===== config.mk =====
export PLATFORM = sky130hd
export DESIGN_NAME = game_ctrl
export DESIGN_NICKNAME = d
export VERILOG_FILES = /design/src/rtl/game_ctrl_pkg.sv /design/src/rtl/game_ctrl_bcd2_counter.sv /design/src/rtl/game_ctrl.sv
export SDC_FILE = /design/constraint.sdc
export NUM_CORES = 1
export LEC_CHECK = 0
export BUFFER_PORTS_ARGS = -buffer_cell sky130_fd_sc_hd__buf_2
export CORE_MARGIN = 10
export CORE_UTILIZATION = 32
export DETAILED_ROUTE_END_ITERATION = 6
export PLACE_DENSITY = 0.54
export SYNTH_ARGS = -nofsm -noshare
export SYNTH_HDL_FRONTEND = slang
export SYNTH_SLANG_ARGS = --single-unit

===== constraint.sdc =====
create_clock -name clk -period 1.75 [get_ports clk]
set_input_delay 0.2625 -clock clk [delete_from_list [all_inputs] [get_ports clk]]
set_output_delay 0.2625 -clock clk [all_outputs]
set_load 0.005 [all_outputs]

===== src/rtl/game_ctrl_pkg.sv =====
// Shared encodings and defaults for the Pong game sequencer and text generator.
package game_ctrl_pkg;

  typedef enum logic [1:0] {
    ST_PLAY    = 2'b00,
    ST_NEWGAME = 2'b01,
    ST_NEWBALL = 2'b10,
    ST_OVER    = 2'b11
  } game_state_e;

  localparam int BALLS_DEFAULT      = 3;
  localparam int WAIT_TICKS_DEFAULT = 120;
  localparam int TIMER_W            = 7;

endpackage


===== src/rtl/game_ctrl_bcd2_counter.sv =====
// Two-digit BCD score counter, saturating at 99; clear beats increment.
module bcd2_counter
  import game_ctrl_pkg::*;
(
  input  logic       clk,
  input  logic       reset,
  input  logic       clr,
  input  logic       inc,
  output logic [3:0] dig1,
  output logic [3:0] dig0
);

  logic [3:0] dig1_q, dig1_d;
  logic [3:0] dig0_q, dig0_d;
  logic       at_max;

  assign at_max = (dig1_q == 4'd9) && (dig0_q == 4'd9);

  always_comb begin
    dig1_d = dig1_q;
    dig0_d = dig0_q;
    if (clr) begin
      dig1_d = 4'd0;
      dig0_d = 4'd0;
    end else if (inc && !at_max) begin
      if (dig0_q == 4'd9) begin
        dig0_d = 4'd0;
        dig1_d = dig1_q + 4'd1;
      end else begin
        dig0_d = dig0_q + 4'd1;
      end
    end
  end

  always_ff @(posedge clk) begin
    if (reset) begin
      dig1_q <= 4'd0;
      dig0_q <= 4'd0;
    end else begin
      dig1_q <= dig1_d;
      dig0_q <= dig0_d;
    end
  end

  assign dig1 = dig1_q;
  assign dig0 = dig0_q;

endmodule


===== src/rtl/game_ctrl.sv =====
// Pong game sequencer: game FSM, ball count, wait timer and score for the display path.
//   state   | meaning
//   PLAY    | ball in motion, hit/miss events active
//   NEWGAME | waiting for button to start a game
//   NEWBALL | frozen between balls, wait then button
//   OVER    | game finished, wait then back to NEWGAME
module game_ctrl
  import game_ctrl_pkg::*;
#(
  parameter int BALLS      = BALLS_DEFAULT,
  parameter int WAIT_TICKS = WAIT_TICKS_DEFAULT
) (
  input  logic       clk,
  input  logic       reset,
  input  logic       tick,
  input  logic       btn,
  input  logic       hit,
  input  logic       miss,
  output logic [1:0] state,
  output logic [1:0] ball,
  output logic [3:0] dig1,
  output logic [3:0] dig0,
  output logic       gra_still
);

  game_state_e        state_q, state_d;
  logic [1:0]         ball_q, ball_d;
  logic [TIMER_W-1:0] timer_q, timer_d;
  logic               btn_q;
  logic               still_q, still_d;
  logic               btn_re;
  logic               timer_done;
  logic               score_clr;
  logic               score_inc;

  assign btn_re     = btn & ~btn_q;
  assign timer_done = (timer_q == '0);

  always_comb begin
    state_d   = state_q;
    ball_d    = ball_q;
    score_clr = 1'b0;
    score_inc = 1'b0;
    unique case (state_q)
      ST_NEWGAME: begin
        if (btn_re) begin
          state_d   = ST_PLAY;
          score_clr = 1'b1;
          ball_d    = 2'(BALLS);
        end
      end
      ST_PLAY: begin
        // A simultaneous hit is dropped so a lost ball never scores.
        if (miss) begin
          ball_d  = ball_q - 2'd1;
          state_d = (ball_q > 2'd1) ? ST_NEWBALL : ST_OVER;
        end else if (hit) begin
          score_inc = 1'b1;
        end
      end
      ST_NEWBALL: begin
        if (timer_done && btn_re) state_d = ST_PLAY;
      end
      ST_OVER: begin
        if (timer_done) state_d = ST_NEWGAME;
      end
      default: state_d = ST_NEWGAME;
    endcase
  end

  always_comb begin
    timer_d = timer_q;
    if ((state_d != state_q) && (state_d == ST_NEWBALL || state_d == ST_OVER)) begin
      timer_d = TIMER_W'(WAIT_TICKS);
    end else if (tick && !timer_done) begin
      timer_d = timer_q - 1'b1;
    end
  end

  assign still_d = (state_d != ST_PLAY);

  always_ff @(posedge clk) begin
    if (reset) begin
      state_q <= ST_NEWGAME;
      ball_q  <= 2'(BALLS);
      timer_q <= '0;
      btn_q   <= 1'b0;
      still_q <= 1'b1;
    end else begin
      state_q <= state_d;
      ball_q  <= ball_d;
      timer_q <= timer_d;
      btn_q   <= btn;
      still_q <= still_d;
    end
  end

  bcd2_counter u_score (
    .clk   (clk),
    .reset (reset),
    .clr   (score_clr),
    .inc   (score_inc),
    .dig1  (dig1),
    .dig0  (dig0)
  );

  assign state     = state_q;
  assign ball      = ball_q;
  assign gra_still = still_q;

endmodule


==> results.ini <==
[run_status]
run_status=finished with violations
violations=negative setup slack

[timing]
hold_ws_ns=0.185
tightest_slew_ns=0.348
setup_viol=3
period_share_pct=103
fin_tns_setup_ns=-0.132
setup_ws_ns=-0.0495
slew_viol_final=0
timing.fmax_ghz=0.556
finalCriticalPeriod_ns=1.80
rsz0062_at_grt=yes
hold_violations=0
slew_headroom_pct=76.8
fin_skew_ns=0.00599

[layout]
fin_util_pct=42.4
drive_gt1_share_pct=32.9
regArea_sq_um=423
final_common_cell=dfxtp_1
mostFrequentLayoutCells=19 x dfxtp_1, 18 x buf_2, 14 x nor2_1
multi_input_area_sq_um=589
insertedDiodeCount=0
syn_to_final_growth_pct=27.0
fin_nets=157
fillers=334

[placed_design]
numPortBuffers=18
place_hpwl_microns=1760
place_congestion=0.773

[routing]
first_pass_iters=4
routed_wl_microns=2370
wl_met1_microns=1180
drc=0
wl_met2_microns=1100
met3_length_microns=58
vias=886
highest_layer=met4
detail_route.iter0.violations=49
routed_via_density=4.66
ant_nets=0
routedWlPerCell_microns=12.5

[power_and_ir_drop]
power_frac_seq_pct=39.3
powerDensity_nw_per_um2=1240
power_report.internal_total_mw=1.04
power_frac_clock_pct=15.0
power.leakage_nw=0.550
comb_power_share_pct=45.7
sw_frac_of_total_pct=34.8
peakVddDrop_mv=0.487
power.switching_mw=0.557

[global_route]
grt_antenna_before_repair=0
grt_usage_pct=8.07
grt_pass1_vias=863
grt_max_degree=14
grt-ovfl-total=0
grt_pass1_wl_microns=3950

[yosys]
ys_ff_latch=21
yosysTopAreaCellShare_pct=41.3
synth_area_leaders=dfxtp_1 41%, nor2_1 5.2%, a21oi_1 4.9%
yosys_warnings=0
syn_nets=127
yosysTopAreaCell=dfxtp_1
ys_types=35
ys_seq_area_share_pct=41.3
syn_area_sq_um=1020
syn_inst=117
avgSynthCellArea_sq_um=8.70

[worst_setup_path]
cp_max_fo=8
required_ns=1.99
cp.arrival_ns=2.03
start_kind=flip-flop
end_kind=flip-flop
reg2reg_setup_slack_ns=-0.05
rr_worst_depth=6
worstSetupPathType=reg -> reg

[clocking]
path_clk_slew_ns=0.12
cts_buffer_depth=2
cts_sinks=21
cts_tree=built
htree_levels=1
cts_buffers=3
clock_latency_ns=0.31
cts_root_buffer=clkbuf_4
cts_hold_buf=0

[die]
dieArea_sq_um=5840
core_area_sq_um=3050
die_h_microns=76.4
die_x_microns=76.4
io_pins=19
rows=20
start_util_pct=33.4

[hold_path]
whs_path_depth=2
hold_path_class=in -> reg

[job]
maxCapViolations=0

==> per-layer routing <==
metal / GRT usage [%] / up-vias
met5: 0 / -
met1: 10.0 / 408
met2: 12.6 / 9
met3: 2.00 / 4
li1: - / 465
met4: 4.09 / 0
==> cells in the mapped netlist (all sizes together) <==
cell type   n
a211oi      2
a21o        2
a21oi      10
a2bb2oi     1
a31oi       1
and2        2
and3        1
buf         1
clkbuf      4
dfxtp      21
ha          4
inv         5
mux2i       3
nand2       7
nand2b      4
nand3       5
nand3b      2
nand4       4
nor2       14
nor2b       1
nor3        4
nor3b       1
nor4b       2
nor4bb      1
o21ai       2
o31ai       1
or2         1
or3         2
or3b        1
or4b        2
xnor2       2
xor2        4
==> power groups by stage <==
stage          registers, mW  logic (mW)  clock network, mW
2_1_floorplan          0.615       0.441                  0
3_3_place_gp           0.631       0.570                  0
3_5_place_dp           0.633       0.587                  0
4_1_cts                0.626       0.671              0.254
5_1_grt                0.640       0.821              0.275
6_report               0.629       0.732              0.241
==> worst paths after layout <==
path	startpoint	end
min	btn	btn_q
max	timer_q[0]	timer_q[0]
min reg2reg	timer_q[6]	timer_q[6]
max reg2reg	timer_q[0]	timer_q[0]
==> flip-flops by register name, indices dropped and copies added (netlist names) <==
register	count
state	2
u_score.dig0	4
btn_q	1
ball	2
u_score.dig1	4
gra_still	1
timer_q	7
==> what timing repair did <==
action / 4_1_cts / 5_1_grt
cloned: 0 / 0
setup endpoints to repair: 7 / 6
pin swaps: 1 / 2
buffers inserted: 2 / 1
resized for setup: 4 / 2
==> metrics by stage <==
stage / total power [mW] / instance area (sq um) / cells / setup slack [ns]
floorplan: 1.06 / 1030 / 117 / -0.0862
global placement: 1.20 / 1220 / 183 / -0.128
detailed placement: 1.22 / 1220 / 183 / -0.209
CTS: 1.55 / 1280 / 189 / -0.0401
global route: 1.74 / 1290 / 190 / -0.125
finish: 1.60 / 1290 / 190 / -0.0495
==> cells by family after synthesis <==
kind of cell    synth area share [%]
buf+inv                         4.42
xor+xnor                        5.16
flops                           41.3
compound gates                  11.5
fa+ha+maj                       4.91
mux                             2.95
simple gates                    29.7
==> critical path, stage by stage, from the launching register on <==
cell and delay [ns]:
dfxtp_2 0.34, inv_2 0.07, ha_4 0.12, or4b_4 0.45
or3_4 0.40, a21o_1 0.19, a211oi_2 0.16
==> layout make-up <==
class / instances / share of cell area (%)
clock buffers: 3 / 1.74
well taps: 44 / 4.26
multi-input cells: 86 / 45.6
flip-flops and latches: 21 / 32.7
inverters: 5 / 1.45
repair buffers: 30 / 13.9
clock inverters: 1 / 0.387
(Power assumes the default switching activity.)
